**src/rtl/cordic_arb.sv**
```systemverilog
// -----------------------------------------------------------------------------
// cordic_arb
//
// Shares one pipelined CORDIC core (vectoring / ANGLE mode) between NREQ
// requesters. A round-robin arbiter accepts at most one x/y pair per cycle and
// registers it onto the core input. The id of the accepted requester is pushed
// into a tag FIFO. Because the core is an in-order pipeline, the tag at the
// head of the FIFO always belongs to the next core output. Each core output
// pops one tag and is re-broadcast as a one-cycle result strobe carrying the
// owner id.
//
// Ports
//   clk, rst_n            clock (rising edge) and asynchronous active-low reset
//   req_valid/req_ready   per-requester handshake (one bit per requester)
//   req_x, req_y          packed operands, requester i at [i*IDW +: IDW]
//   co_dv/co_x/co_y/co_z  issue port towards the core (co_z tied to 0)
//   ci_dv/ci_angle/ci_amp return port from the core
//   res_valid/res_id/     one-cycle result strobe with owner id; no
//   res_angle/res_amp     back-pressure, so the consumer must take every strobe
//   outstanding           number of tags in flight (0..TDEPTH)
//   err_orphan            sticky: the core produced an output with no tag
// -----------------------------------------------------------------------------
module cordic_arb #(
  parameter int NREQ    = 4,             // requesters, 2..8
  parameter int IDW     = 16,            // operand width
  parameter int ODW     = IDW + 2,       // core amplitude width
  parameter int AW      = 20,            // core angle width, 2^AW == 2*pi
  parameter int TDEPTH  = 32,            // tag FIFO depth, power of two
  parameter int IDW_TAG = $clog2(NREQ)   // requester id width
) (
  input  logic                    clk,
  input  logic                    rst_n,
  input  logic [NREQ-1:0]         req_valid,
  output logic [NREQ-1:0]         req_ready,
  input  logic [NREQ*IDW-1:0]     req_x,
  input  logic [NREQ*IDW-1:0]     req_y,
  output logic                    co_dv,
  output logic [IDW-1:0]          co_x,
  output logic [IDW-1:0]          co_y,
  output logic [AW-1:0]           co_z,
  input  logic                    ci_dv,
  input  logic [AW-1:0]           ci_angle,
  input  logic [ODW-1:0]          ci_amp,
  output logic                    res_valid,
  output logic [IDW_TAG-1:0]      res_id,
  output logic [AW-1:0]           res_angle,
  output logic [ODW-1:0]          res_amp,
  output logic [$clog2(TDEPTH):0] outstanding,
  output logic                    err_orphan
);

  localparam int PW = $clog2(TDEPTH);  // FIFO pointer width
  localparam int CW = PW + 1;          // occupancy width, can hold TDEPTH

  // ---------------------------------------------------------------------------
  // Arbitration state and tag FIFO storage
  // ---------------------------------------------------------------------------
  logic [IDW_TAG-1:0] rr_ptr;          // first requester searched this cycle
  logic [PW-1:0]      wr_ptr;
  logic [PW-1:0]      rd_ptr;
  logic [IDW_TAG-1:0] tag_mem [TDEPTH];

  logic               grant_found;
  logic [IDW_TAG-1:0] grant_id;
  logic [IDW-1:0]     grant_x;
  logic [IDW-1:0]     grant_y;
  logic               fifo_full;
  logic               fifo_empty;
  logic               issue;
  logic               pop;

  // Occupancy is taken from the counter as it stands at the start of the
  // cycle, so a pop in the same cycle never frees room for an issue, and a
  // push in the same cycle never makes a core output look owned.
  assign fifo_full  = (outstanding == CW'(TDEPTH));
  assign fifo_empty = (outstanding == '0);

  // Round-robin search: walk NREQ positions starting at rr_ptr, wrapping past
  // NREQ-1, and keep the first requester that is valid.
  always_comb begin
    // NOTE: every variable written here gets a default first; a path that
    // leaves one unassigned would infer a latch.
    grant_found = 1'b0;
    grant_id    = '0;
    for (int k = 0; k < NREQ; k++) begin
      if (!grant_found && req_valid[(int'(rr_ptr) + k) % NREQ]) begin
        grant_found = 1'b1;
        grant_id    = IDW_TAG'((int'(rr_ptr) + k) % NREQ);
      end
    end
  end

  assign grant_x = req_x[int'(grant_id) * IDW +: IDW];
  assign grant_y = req_y[int'(grant_id) * IDW +: IDW];

  // rst_n gates the accept so that no requester sees ready while the block
  // is held in reset, even though rr_ptr and the counter are already zero.
  assign issue = rst_n && grant_found && !fifo_full;
  assign pop   = ci_dv && !fifo_empty;

  // Only the granted requester may see ready; at most one bit is set.
  always_comb begin
    req_ready = '0;
    if (issue) begin
      req_ready[grant_id] = 1'b1;
    end
  end

  // The core runs in ANGLE (vectoring) mode: the input angle is always zero.
  assign co_z = '0;

  // ---------------------------------------------------------------------------
  // Round-robin pointer: moves just past the winner, holds when idle
  // ---------------------------------------------------------------------------
  always_ff @(posedge clk or negedge rst_n) begin
    // NOTE: sequential state uses non-blocking assignments so every register
    // samples pre-edge values regardless of block ordering.
    if (!rst_n) begin
      rr_ptr <= '0;
    end else if (issue) begin
      rr_ptr <= (grant_id == IDW_TAG'(NREQ - 1)) ? '0 : grant_id + 1'b1;
    end
  end

  // ---------------------------------------------------------------------------
  // Issue register towards the core (one cycle after the handshake)
  // ---------------------------------------------------------------------------
  always_ff @(posedge clk or negedge rst_n) begin
    if (!rst_n) begin
      co_dv <= 1'b0;
      co_x  <= '0;
      co_y  <= '0;
    end else begin
      co_dv <= issue;
      if (issue) begin
        co_x <= grant_x;
        co_y <= grant_y;
      end
    end
  end

  // ---------------------------------------------------------------------------
  // Tag FIFO
  // ---------------------------------------------------------------------------
  // NOTE: the tag storage has no reset; an entry is only ever read after it
  // has been written, and the pointers/counter alone define what is valid.
  always_ff @(posedge clk) begin
    if (issue) begin
      tag_mem[wr_ptr] <= grant_id;
    end
  end

  // Pointers are exactly PW bits wide, so they wrap modulo TDEPTH naturally.
  always_ff @(posedge clk or negedge rst_n) begin
    if (!rst_n) begin
      wr_ptr      <= '0;
      rd_ptr      <= '0;
      outstanding <= '0;
    end else begin
      if (issue) begin
        wr_ptr <= wr_ptr + 1'b1;
      end
      if (pop) begin
        rd_ptr <= rd_ptr + 1'b1;
      end
      // A simultaneous push and pop leaves the occupancy unchanged.
      unique case ({issue, pop})
        2'b10:   outstanding <= outstanding + 1'b1;
        2'b01:   outstanding <= outstanding - 1'b1;
        default: outstanding <= outstanding;
      endcase
    end
  end

  // ---------------------------------------------------------------------------
  // Result register: head tag joins the core output one cycle later
  // ---------------------------------------------------------------------------
  always_ff @(posedge clk or negedge rst_n) begin
    if (!rst_n) begin
      res_valid <= 1'b0;
      res_id    <= '0;
      res_angle <= '0;
      res_amp   <= '0;
    end else begin
      res_valid <= pop;
      if (pop) begin
        res_id    <= tag_mem[rd_ptr];
        res_angle <= ci_angle;
        res_amp   <= ci_amp;
      end
    end
  end

  // A core output with no tag waiting means issue bookkeeping and the core
  // disagree (typically data left in the core across a reset); the flag
  // stays set until the next reset so software can find it.
  always_ff @(posedge clk or negedge rst_n) begin
    if (!rst_n) begin
      err_orphan <= 1'b0;
    end else if (ci_dv && fifo_empty) begin
      err_orphan <= 1'b1;
    end
  end

endmodule

```
**config.mk**
```make
export PLATFORM = sky130hd
export DESIGN_NAME = cordic_arb
export DESIGN_NICKNAME = d
export VERILOG_FILES = /design/src/rtl/cordic_arb.sv
export SDC_FILE = /design/constraint.sdc
export NUM_CORES = 1
export LEC_CHECK = 0
export CAP_MARGIN = 15
export CORE_MARGIN = 5
export CORE_UTILIZATION = 44
export DETAILED_ROUTE_END_ITERATION = 10
export GPL_TIMING_DRIVEN = 0
export PLACE_DENSITY = 0.78
export SLEW_MARGIN = 30
export SYNTH_ARGS = -nofsm -noshare
export SYNTH_HDL_FRONTEND = slang
export SYNTH_SLANG_ARGS = --single-unit
export TNS_END_PERCENT = 20
```
**constraint.sdc**
```tcl
create_clock -name clk -period 6.2 [get_ports clk]
set_input_delay 0.62 -clock clk [delete_from_list [all_inputs] [get_ports clk]]
set_output_delay 0.62 -clock clk [all_outputs]
set_load 0.1 [all_outputs]
```
### Yosys cells after proc, flatten, opt, wreduce, memory -nomap -nowiden

Memory sizes are Yosys's and may differ from the RTL's. A register that Yosys moved wholly into a read port is not among the register bits.
Index checks and enable logic that the tools add are counted.

| operators by class | value |
|---|---|
| $add $sub $neg | 8 |
| $mul | 0 |
| div/mod/pow operators | 0 |
| $lt $le $gt $ge | 6 |
| equal/unequal tests | 4 |
| shift operators | 2 |
| muxes and demuxes | 26 |
| bitwise gates (word level) | 3 |
| reduce and logical (&&, ||, !) cells | 19 |

Operators by type and width:

| cell | count |
|---|---|
| $shiftx 64x7->16 | 2 |
| $mux 1 | 14 |
| $lt 3x4->1 const B | 3 |
| $pmux 6 s2 | 1 |
| $add 5x1->5 const B | 2 |
| $mux 2 | 5 |
| $bmux 1 s2 | 4 |
| $logic_and 1x1->1 | 8 |
| $add 6x1->6 const B | 1 |
| $eq 6x6->1 const B | 1 |
| $logic_not 1->1 | 6 |
| $logic_not 6->1 | 1 |
| $lt 2x3->1 const B | 2 |
| $reduce_or 2->1 | 3 |
| $sub 6x1->6 const B | 1 |
| $add 2x1->2 const B | 2 |
| $add 2x2->2 const B | 2 |
| $eq 2x2->1 const B | 2 |
| $mux 4 | 1 |
| $and 1x1->1 const A | 3 |
| $demux 1 s2 | 1 |
| $eq 2x1->1 const B | 1 |
| $ge 2x1->1 const B | 1 |
| $reduce_bool 2->1 | 1 |

| word-level totals | value |
|---|---|
| flip-flop bits (word level) | 91 |
| bits in latches | 0 |
| bits in writable memories | 64 |
| ROM bits | 0 |
| input bits | 173 |
| word-level logic and storage cells | 80 |
| memories kept | 1 |

Memory list:

| name | depth | width | read ports | clocked after Yosys merged registers in | write ports | RTL line | RTL |
|---|---|---|---|---|---|---|---|
| tag_mem | 32 | 2 | 1 | 1 | 1 | 61 | `logic [IDW_TAG-1:0] tag_mem [TDEPTH];` |

### Longest topological paths before layout

| logic depth | value |
|---|---|
| depth after elaboration | 19 |
| depth in mapped cells | 16 |

### Worst setup path after synthesis

OpenSTA, ideal clock, no wires.

| path | value |
|---|---|
| path kind | input port to output port |
| from | input req_valid[0] |
| to | output req_ready[3] |
| data arrival time | 3.615 ns |
| required time | 5.580 ns |
| slack | 1.965 ns |
| stages on the path | 5 |
| cells stage by stage | nor2b_1 and2b_1 nor3_1 ha_1 and2_1 |

| between the ends | value |
|---|---|
| cells in the longest elaborated chain, start to end | 17 |

Ends and longest elaborated chain:

| element | RTL line | RTL |
|---|---|---|
| start, declared | 33 | `input logic [NREQ-1:0] req_valid,` |
| $bmux 1 s2 | 86 | `if (!grant_found && req_valid[(int'(rr_ptr) + k) % NREQ]) begin` |
| $mux 1 (not written as such) | 86 |  |
| $mux 1 | 86 |  |
| $logic_not 1->1 | 86 |  |
| $logic_and 1x1->1 | 86 |  |
| $mux 1 | 86 |  |
| $logic_not 1->1 | 86 |  |
| $logic_and 1x1->1 | 86 |  |
| (+2 left out) | n/a |  |
| $logic_and 1x1->1 | 86 |  |
| $mux 2 * | 86 |  |
| net grant_id[0] | 64 | `logic [IDW_TAG-1:0] grant_id;` |
| $lt 2x3->1 (not written as such) / $ge 2x1->1 (equally long branches) | 105 | `req_ready[grant_id] = 1'b1;` |
| $logic_and 1x1->1 (not written as such) | 105 |  |
| $mux 1 (not written as such) | 105 |  |
| $demux 1 s2 * | 105 |  |
| $mux 4 * | 104 | `if (issue) begin` |
| end, declared | 34 | `output logic [NREQ-1:0] req_ready,` |

The timed path passes the listed nets; every way through them passes the cells marked *. The select of a mux whose other input is x is not followed.

### Worst setup path in the final report

| path | value |
|---|---|
| from | input req_valid[2] |
| to | output req_ready[3] |

Same word-level chain as after synthesis.

==> metrics <==
status=finished, final reports clean; cts repair resizes=0; Critical R2R Capture=outstanding[4]; Post-CTS Hold Buffers=0; fmax=0.239 GHz; clk_lat worst skew=0.42 ns; CP Max Fanout=43; GR Overflow Total=0; register area share after synthesis=53.3%; Mapped Cells=743; # IOs=278; vias in the first global route=6,465; FF+latch area=4250 sq um; # setup viols final=0; Final min period=4.19 ns; aggregate global-route resource usage=20.2%; Int Power=0.00286 W; slew of the pin with the lowest slew margin=1.02 ns; Worst slew margin=31.5%; number of enable flip-flop cells after synthesis=64; top cell type's share of synthesized area=29.2%; Area growth syn-to-layout=44.8%; Lkg Pwr=4.85 nW; Final Slew Violations=0; most common cell after layout, fill and taps aside=clkdlybuf4s50_1; RSZ-0062 raised after global routing=no; WP data required=5.58 ns; Die H=145 microns; initial antenna violation count=0; Initial Util=44.5%; clk slew on worst S/H paths=0.06 ns; Worst EP arrival=3.57 ns; PortBufs=257; root buffer cell=clkbuf_16; Worst Setup SP=req_valid[2]; Worst R2R Start=outstanding[0]; router iterations before antenna repair=5; type of the worst min-delay path=input port to async pin; CTS tree=done; critical path cell sequence=clkdlybuf4s50_1 -> nor2b_1 -> a221o_1 -> and2_1 -> buf_6 -> buf_6 -> ha_1 -> and2_1 -> clkdlybuf4s50_1; synth unique cells=59; initial drt markers=238; area occupied by multi-input gates=3310 sq um; first-pass GRT wire length=33,000 microns; mapped cell area=7980 sq um; Psw=0.00275 W; clock skew=0.0133 ns; gpl congestion=0.792; leading area contributor after synthesis=dfrtp_1; Max-cap violations=0; Worst R2R Path Depth=15; Die Area=20,900 sq um; worst reg-to-reg setup slack=2.89 ns; mean post-synth cell area=10.7 sq um; Synth Register Bits=157; combinational group share of total power=54.8%; most frequent cells in the layout=254 x clkdlybuf4s50_1, 163 x nand2_1, 93 x dfrtp_1; crit path buf inv count=4; CTS Buf Count=17; Vias/cell=5.09; Post-synth ARST share=59.2%; endpoints failing hold=0; post-route DRC violation count=0; Final Routed Wirelength=21,700 microns; placed inst area=11,000 sq um; Crit-path slowest cell=clkdlybuf4s50_1; Sink Count=157; design area=11,500 sq um; sw frac=49.1%; Final Cycle Share=67.5%; detailed-route via count=6,535; Seq pwr share=26.7%; CP endpoint kind=output pin; Die Width=145 microns; post-DP HPWL=16,500 microns; Antenna Cells=0; peak supply drop=0.380 mV; clock share of power=18.6%; CTS max path bufs=2; fillers=1,454; pin count of the biggest net entering global routing=60; CTS H-tree lvls=4; max incr delay on CP=1.15 ns; WL/cell=16.9 microns; YS warnings=0; post-layout util=64.5%; total power per unit cell area=486 nW/um^2; kind of critical path=input port to output pin; final net count=1,227; delay-heaviest family, CP=buffers and inverters; Post-DRT Antenna Nets=0; Rows=49; setup bufs post-CTS=0; Area contributors post-synth=dfrtp_1 29%, edfxtp_1 24%, nand2_1 7.7%; core area=17,900 sq um; layout cells sized above 1=10.0%; Pwr Total=0.00561 W; Worst setup SP type=input port; Most used DFF post-synth=dfrtp_1
==> final cells by class <==
cell class / instances / area share, %
plain buffers: 73 / 3.87
clock buffers: 18 / 3.72
clock inverters: 14 / 1.39
inverters: 11 / 0.401
multi-input cells: 521 / 28.7
flip-flops and latches: 157 / 36.8
well taps: 229 / 2.48
repair buffers: 261 / 22.7
==> cells in the mapped netlist (all sizes together), types with 2 or more instances <==
| master | n |
|---|---|
| a21boi | 31 |
| dfrtp | 93 |
| nor3b | 3 |
| mux2i | 52 |
| edfxtp | 64 |
| ha | 12 |
| a31oi | 2 |
| buf | 53 |
| nor2b | 4 |
| nand3b | 2 |
| nor2 | 34 |
| a21o | 4 |
| xor2 | 3 |
| mux4 | 8 |
| o211ai | 31 |
| a22o | 2 |
| o21ai | 38 |
| nand3 | 3 |
| xnor2 | 11 |
| a21oi | 7 |
| and3 | 32 |
| nand2 | 164 |
| nor3 | 14 |
| a211oi | 2 |
| clkbuf | 20 |
| nand4 | 3 |
| nor4 | 8 |
| mux2 | 3 |
| nor4b | 3 |
| inv | 11 |
| nand2b | 5 |
| and2 | 6 |
==> power groups by stage <==
stage          Clock (W)  Combinational (W)  Sequential, W
6_report         0.00104            0.00307        0.00150
5_1_grt          0.00111            0.00325        0.00153
4_1_cts          0.00106            0.00309        0.00150
3_5_place_dp           0            0.00308        0.00152
3_3_place_gp           0            0.00304        0.00151
2_1_floorplan          0            0.00107        0.00272
==> worst max path at each step <==
stage	depth (start not counted)	to	slack (ns)
floorplan	5	req_ready[3]	1.96
global placement	8	req_ready[0]	-1.67
detailed placement	9	req_ready[3]	2.02
CTS	9	req_ready[3]	2.02
global route	9	req_ready[3]	1.85
finish	9	req_ready[3]	2.01
==> routing by layer <==
layer	vias to the layer above	track usage, %	part of all wire, %
met4	0	6.92	2.2
met3	34	7.01	9.7
met1	3057	24.0	38
li1	3180	-	-
met2	264	34.2	50
met5	-	0	0
==> sequential cells by signal, summed over array words and instances, names as in the netlist <==
register,flops
wr_ptr,5
res_amp,18
co_y,16
co_x,16
res_valid,1
outstanding,6
rr_ptr,2
res_id,2
res_angle,20
tag_mem,64
err_orphan,1
rd_ptr,5
co_dv,1
==> through the flow <==
stage                     setup TNS (ns)  hold WS, ns  setup slack (ns)  std cells
after global routing                   0        0.109              1.85       1284
after floorplan                        0        0.324              1.96        762
after global placement            -40.69        0.443             -1.67       1248
final                                  0       0.0924              2.01       1284
after detailed placement               0        0.449              2.02       1252
after CTS                              0       0.0865              2.02       1284
==> kinds of logic after synthesis <==
family                   share of synthesized area (%)
AO/OA/AOI/OAI                                     10.9
flip-flops                                        53.3
buffers and inverters                             6.18
AND/OR/NAND/NOR                                   16.6
XOR/XNOR                                          1.54
other                                           0.0470
adder cells (fa/ha/maj)                           1.88
multiplexers                                      9.54
Power figures use the tool's default switching activity.
